--- src/rtl/vga_timing_pkg.sv ---
// Shared types and constants for the VGA timing generator / pixel-stream formatter.
// Default timing is 640x480@60 on a 25 MHz pixel clock.
package vga_timing_pkg;

    typedef enum logic [1:0] {
        SEEK       = 2'd0,
        WAIT_FRAME = 2'd1,
        RUN        = 2'd2
    } state_t;

    localparam logic [1:0] MODE_MONO = 2'd0;
    localparam logic [1:0] MODE_GREY = 2'd1;
    localparam logic [1:0] MODE_RGB  = 2'd2;
    localparam logic [1:0] MODE_BARS = 2'd3;

    localparam int CNT_W = 11;

    localparam int DEF_H_ACTIVE = 640;
    localparam int DEF_H_FP     = 16;
    localparam int DEF_H_SYNC   = 96;
    localparam int DEF_H_BP     = 48;
    localparam int DEF_V_ACTIVE = 480;
    localparam int DEF_V_FP     = 10;
    localparam int DEF_V_SYNC   = 2;
    localparam int DEF_V_BP     = 33;

    // Colour-bar table, left to right across the active line.
    function automatic logic [23:0] bar_rgb(input logic [2:0] idx);
        case (idx)
            3'd0:    bar_rgb = 24'hFFFFFF;
            3'd1:    bar_rgb = 24'hFFFF00;
            3'd2:    bar_rgb = 24'h00FFFF;
            3'd3:    bar_rgb = 24'h00FF00;
            3'd4:    bar_rgb = 24'hFF00FF;
            3'd5:    bar_rgb = 24'hFF0000;
            3'd6:    bar_rgb = 24'h0000FF;
            default: bar_rgb = 24'h000000;
        endcase
    endfunction

endpackage

--- src/rtl/vga_counter.sv ---
// Free-running H/V raster counters with raw (active-high) sync and active-area decode.
module vga_counter
    import vga_timing_pkg::*;
#(
    parameter int H_ACTIVE = DEF_H_ACTIVE,
    parameter int H_FP     = DEF_H_FP,
    parameter int H_SYNC   = DEF_H_SYNC,
    parameter int H_BP     = DEF_H_BP,
    parameter int V_ACTIVE = DEF_V_ACTIVE,
    parameter int V_FP     = DEF_V_FP,
    parameter int V_SYNC   = DEF_V_SYNC,
    parameter int V_BP     = DEF_V_BP
) (
    input  logic             clk,
    input  logic             rst,
    output logic [CNT_W-1:0] hcnt,
    output logic [CNT_W-1:0] vcnt,
    output logic             active,
    output logic             hsync_raw,
    output logic             vsync_raw,
    output logic             frame_end
);
    localparam int H_TOTAL = H_ACTIVE + H_FP + H_SYNC + H_BP;
    localparam int V_TOTAL = V_ACTIVE + V_FP + V_SYNC + V_BP;

    logic h_last, v_last;

    assign h_last    = (hcnt == CNT_W'(H_TOTAL - 1));
    assign v_last    = (vcnt == CNT_W'(V_TOTAL - 1));
    assign frame_end = h_last && v_last;

    always_ff @(posedge clk or posedge rst) begin
        if (rst) begin
            hcnt <= '0;
            vcnt <= '0;
        end else if (h_last) begin
            hcnt <= '0;
            vcnt <= v_last ? '0 : vcnt + CNT_W'(1);
        end else begin
            hcnt <= hcnt + CNT_W'(1);
        end
    end

    assign active    = (hcnt < CNT_W'(H_ACTIVE)) && (vcnt < CNT_W'(V_ACTIVE));
    assign hsync_raw = (hcnt >= CNT_W'(H_ACTIVE + H_FP)) && (hcnt < CNT_W'(H_ACTIVE + H_FP + H_SYNC));
    assign vsync_raw = (vcnt >= CNT_W'(V_ACTIVE + V_FP)) && (vcnt < CNT_W'(V_ACTIVE + V_FP + V_SYNC));

endmodule

--- src/rtl/vga_stream_timingen.sv ---
// VGA timing generator that pops a frame-tagged FWFT pixel stream and formats it
// for the DAC; outputs are registered one clock behind the raster counters.
module vga_stream_timingen
    import vga_timing_pkg::*;
#(
    parameter int          H_ACTIVE  = DEF_H_ACTIVE,
    parameter int          H_FP      = DEF_H_FP,
    parameter int          H_SYNC    = DEF_H_SYNC,
    parameter int          H_BP      = DEF_H_BP,
    parameter int          V_ACTIVE  = DEF_V_ACTIVE,
    parameter int          V_FP      = DEF_V_FP,
    parameter int          V_SYNC    = DEF_V_SYNC,
    parameter int          V_BP      = DEF_V_BP,
    parameter logic        SYNC_ACT  = 1'b0,
    parameter logic [23:0] UNDER_RGB = 24'h7F0000
) (
    input  logic        clk_25mhz,
    input  logic        rst,
    input  logic        enable,
    input  logic [1:0]  mode,
    input  logic        fifo_empty,
    input  logic [23:0] fifo_data,
    input  logic        fifo_sof,
    output logic        fifo_read,
    output logic        hsync,
    output logic        vsync,
    output logic        comp_sync,
    output logic        blank,
    output logic [7:0]  pixel_r,
    output logic [7:0]  pixel_g,
    output logic [7:0]  pixel_b,
    output logic        resyncing,
    output logic        frame_start,
    output logic [15:0] underflow_cnt
);
    localparam int BAR_W = (H_ACTIVE / 8 > 0) ? H_ACTIVE / 8 : 1;

    state_t           state, state_nxt;
    logic [CNT_W-1:0] hcnt, vcnt;
    logic             active, hsync_raw, vsync_raw, frame_end, origin;
    logic             pop, under, h_lvl, v_lvl;
    logic [23:0]      fmt_rgb, pix_nxt;
    logic [2:0]       bar_idx;

    vga_counter #(
        .H_ACTIVE(H_ACTIVE), .H_FP(H_FP), .H_SYNC(H_SYNC), .H_BP(H_BP),
        .V_ACTIVE(V_ACTIVE), .V_FP(V_FP), .V_SYNC(V_SYNC), .V_BP(V_BP)
    ) u_counter (
        .clk(clk_25mhz), .rst(rst), .hcnt(hcnt), .vcnt(vcnt), .active(active),
        .hsync_raw(hsync_raw), .vsync_raw(vsync_raw), .frame_end(frame_end)
    );

    assign origin  = (hcnt == '0) && (vcnt == '0);
    assign bar_idx = 3'(hcnt / CNT_W'(BAR_W));

    always_comb begin
        case (mode)
            MODE_MONO: fmt_rgb = {24{fifo_data[0]}};
            MODE_GREY: fmt_rgb = {3{fifo_data[7:0]}};
            default:   fmt_rgb = fifo_data;
        endcase
    end

    always_comb begin
        state_nxt = state;
        pop       = 1'b0;
        under     = 1'b0;
        pix_nxt   = '0;
        if (!enable) begin
            state_nxt = SEEK;
        end else if (mode == MODE_BARS) begin
            if (active) pix_nxt = bar_rgb(bar_idx);
        end else begin
            case (state)
                SEEK: begin
                    pop = !fifo_empty && !fifo_sof;
                    if (!fifo_empty && fifo_sof) state_nxt = WAIT_FRAME;
                end
                // WAIT_FRAME joins the RUN pixel path exactly at (0,0)
                WAIT_FRAME, RUN: begin
                    if (active && (state == RUN || origin)) begin
                        state_nxt = RUN;
                        if (fifo_empty) begin
                            under   = 1'b1;
                            pix_nxt = UNDER_RGB;
                        end else if (fifo_sof && !origin) begin
                            state_nxt = WAIT_FRAME;
                        end else if (!fifo_sof && origin) begin
                            state_nxt = SEEK;
                        end else begin
                            pop     = 1'b1;
                            pix_nxt = fmt_rgb;
                        end
                    end
                end
                default: state_nxt = SEEK;
            endcase
        end
    end

    assign fifo_read = pop && !rst;
    assign resyncing = (state != RUN);
    assign h_lvl     = hsync_raw ? SYNC_ACT : ~SYNC_ACT;
    assign v_lvl     = vsync_raw ? SYNC_ACT : ~SYNC_ACT;

    always_ff @(posedge clk_25mhz or posedge rst) begin
        if (rst) begin
            state         <= SEEK;
            hsync         <= ~SYNC_ACT;
            vsync         <= ~SYNC_ACT;
            comp_sync     <= ~SYNC_ACT;
            blank         <= 1'b1;
            pixel_r       <= '0;
            pixel_g       <= '0;
            pixel_b       <= '0;
            frame_start   <= 1'b0;
            underflow_cnt <= '0;
        end else begin
            state     <= state_nxt;
            hsync     <= h_lvl;
            vsync     <= v_lvl;
            comp_sync <= (SYNC_ACT == 1'b0) ? ~(h_lvl ^ v_lvl) : (h_lvl & v_lvl);
            blank     <= !active;
            {pixel_r, pixel_g, pixel_b} <= pix_nxt;
            frame_start <= frame_end;
            if (under && underflow_cnt != 16'hFFFF) underflow_cnt <= underflow_cnt + 16'd1;
        end
    end

endmodule
--- config.mk ---
export PLATFORM = sky130hd
export DESIGN_NAME = vga_stream_timingen
export DESIGN_NICKNAME = d
export VERILOG_FILES = /design/src/rtl/vga_timing_pkg.sv /design/src/rtl/vga_counter.sv /design/src/rtl/vga_stream_timingen.sv
export SDC_FILE = /design/constraint.sdc
export NUM_CORES = 1
export LEC_CHECK = 0
export CAP_MARGIN = 20
export CORE_MARGIN = 5
export CORE_UTILIZATION = 52
export DETAILED_ROUTE_END_ITERATION = 7
export HOLD_SLACK_MARGIN = 0.03
export PLACE_DENSITY = 0.84
export SYNTH_ARGS = -nofsm -noshare
export SYNTH_HDL_FRONTEND = slang
export SYNTH_SLANG_ARGS = --single-unit
--- constraint.sdc ---
create_clock -name clk_25mhz -period 3.3 [get_ports clk_25mhz]
set_input_delay 0.66 -clock clk_25mhz [delete_from_list [all_inputs] [get_ports clk_25mhz]]
set_output_delay 0.66 -clock clk_25mhz [all_outputs]
set_load 0.05 [all_outputs]
==> impl_metrics.toml <==
[critical_path]
cp-startpoint = "u_counter.hcnt[1]"
start_kind = "flop"
critical-path-slowest-cell = "or3_4"
crit_arrival_ns = 2.50
regToRegSetupSlack_ns = 0.60
cp_cell_sequence = "inv_1, ha_4, nor4b_4, nand3_1, or3_4, inv_4, ha_4, a32oi_4, nor4_4, clkbuf_16"
worstPathRequired_ns = 2.64
crit_path_end = "fifo_read"
path_max_fanout = 2
crit_type = "flop to primary output"
end_kind = "primary output"
cp_common_cell = "ha_4"
r2r_end = "pixel_r[7]"
timing.rr.start = "u_counter.hcnt[1]"
max_stage_delay_ns = 0.42
reg2reg_depth = 13

[final_layout]
instances_no_fill = 622
syn_to_final_growth_pct = 35.3
mostFrequentLayoutCells = "clkdlybuf4s50_1, dfrtp_1, nand2_1, o21ai_0, a21oi_1"
final_common_cell = "clkdlybuf4s50_1"
diodes = 0
fill_cells = 540
final_nets = 559
drive_above_1_share_pct = 12.4

[power_and_ir_drop]
peakVddDrop_mv = 0.238
p_leak_nw = 2.25
power_density_mw_per_mm2 = 401

[sta]
setup_viol = 0
relSlewSlack_pct = 62.9
setup_ws_ns = 0.140
worst_pin_slew_ns = 0.553
hold_slack_ns = 0.498
drv_slew = 0
hold_viol = 0
max_freq_mhz = 316
post-route-period-util_pct = 95.8
fin_crit_ns = 3.16
clock_skew_ns = 0.00845

[grt]
grt_pass1_vias = 3496
grt_usage_pct = 24.0
grt.met2_usage_pct = 39.3
met3_usage_pct = 5.55
antenna_found_initial = 0
grt_max_degree = 27
use_met1_pct = 31.4
grt_first_pass_wirelength_mm = 17.1
grt-ovfl-total = 0
grt.busiest_layer = "met2"

[synth]
synth_edf_count = 0
synth.top_cell.area_share_pct = 42.4
syn_avg_cell_area_sq_um = 9.05
ys_ff_latch = 69
yosysWarnings = 0
ys_types = 53
yosys-top-cells-area = "dfrtp_1, xnor2_1, o21ai_0"
ys_seq_area_share_pct = 45.1
netlist_area_sq_mm = 0.00384
synth_flop_cell = "dfrtp_1"
synthArstFlopShare_pct = 100
postSynthCellCount = 424
synthesis.nets = 465
yosysTopAreaCell = "dfrtp_1"

[place]
hpwl_mm = 7.44
dp.cells = 600
portBuffers = 77
place_ws_ns = 0.374
gp_congestion = 0.937

[route]
wire_per_inst_um = 16.9
routed_via_density = 5.88
drt_iter0_markers = 274
drtPass1Iterations = 5
route.detailed.drc = 0
wirelength_mm = 10.5
vias = 3659
ant_nets = 0

[clock_tree]
htree_num_levels = 3
clockBufferDepth = 2
clkTransAtPathRegs_ns = 0.07
cts_tree = "done"
insertion_delay_ns = 0.36
cts_made_buffers = 9
clock-sinks = 69
cts-root-buf = "clkbuf_8"
ctsHoldBuffers = 0

[floorplanning]
io_pins = 78
core_sq_mm = 0.00721
die-area_sq_mm = 0.00920
die_h_um = 95.9
rows = 31
fp.dieW_um = 95.9
initial_core_util_pct = 53.2

[status]
run_status = "finished, final reports clean"

[job]
drv_cap = 0

[hold_path]
hold_class = "flop to flop"
-- sequential cells by signal, summed over array words and instances (netlist names), 2 cells and up --
register and count:
underflow_cnt 16, u_counter.hcnt 11, u_counter.vcnt 11, pixel_b 8
pixel_g 8, pixel_r 8, state 2
-- synth_stat cells (3+ instances only) --
library cell,count
nand4_1,18
xnor2_1,21
nand3_1,20
mux2i_1,5
dfrtp_1,65
and4_1,4
clkbuf_1,15
inv_1,29
ha_1,10
nand2_1,42
o31ai_1,12
and3_1,9
nand3b_1,3
nor4_1,4
buf_2,3
nor3_1,6
nand2b_1,4
o21ai_0,34
a21oi_1,28
dfstp_2,4
nor3b_1,4
nor2_1,23
xor2_1,7
a211oi_1,5
and2_1,4
a31oi_1,5
nor2b_1,6
-- worst max-delay path, delay by kind of cell, from the launching register on --
kind / cells / cell delay, ns
AND/OR/NAND/NOR: 4 / 0.79
AO/OA/AOI/OAI: 1 / 0.27
flip-flops: 1 / 0.38
adder cells (fa/ha/maj): 2 / 0.35
buffers and inverters: 3 / 0.36
-- report_power, final --
part / switching [mW] / total [mW] / internal [mW]
combinational: 0.221 / 0.361 / 0.140
sequential: 0.0171 / 0.885 / 0.867
clock: 0.335 / 0.837 / 0.502
total: 0.573 / 2.08 / 1.51
-- cell type report --
class	count	area (sq um)	area share (%)
clock buffer	10	128	2.46
clock inverter	6	111	2.14
inverter	29	111	2.14
multi-input combinational	307	2010	38.7
sequential	69	1730	33.4
tap	99	124	2.39
timing repair buffer	102	973	18.7
-- layer usage --
layer,vias up,wire length (um)
met5,-,0
met4,0,234
met3,28,891
met2,188,5030
met1,1744,4370
li1,1699,-
-- stage by stage --
step                      instance area, sq um  util, %  total power, mW  setup TNS (ns)
after global routing                      5190     72.0             2.16         -0.0217
after floorplan                           3840        -             1.10               0
after global placement                    4820     66.8             1.23               0
after detailed placement                  4820     66.8             1.23               0
final                                     5190     72.0             2.08               0
after CTS                                 5120     71.0             2.07               0
-- cells by family after synthesis --
logic type,after synthesis,share of synthesized area (%)
adder cells (fa/ha/maj),10,3.26
AND/OR/NAND/NOR,159,22.5
multiplexers,6,1.60
XOR/XNOR,28,6.39
flip-flops,69,45.1
buffers and inverters,48,4.79
AO/OA/AOI/OAI,104,16.4
-- how the worst min path moves through the flow --
stage,from,to,slack (ns),cells past startpoint
finish,underflow_cnt[13],underflow_cnt[13],0.50,1
CTS,underflow_cnt[13],underflow_cnt[13],0.50,1
global route,underflow_cnt[13],underflow_cnt[13],0.52,1
detailed placement,underflow_cnt[4],underflow_cnt[4],0.48,1
floorplan,u_counter.hcnt[0],u_counter.hcnt[0],0.45,1
global placement,u_counter.hcnt[0],u_counter.hcnt[0],0.47,1
-- repair_timing --
item | in CTS | in global routing
cloned | 0 | 0
pin swaps | 4 | 7
resized for setup | 7 | 10
setup buffers | 3 | 3
endpoints found under the setup margin | 1 | 1
No activity file was read; power rests on OpenSTA's default activity.
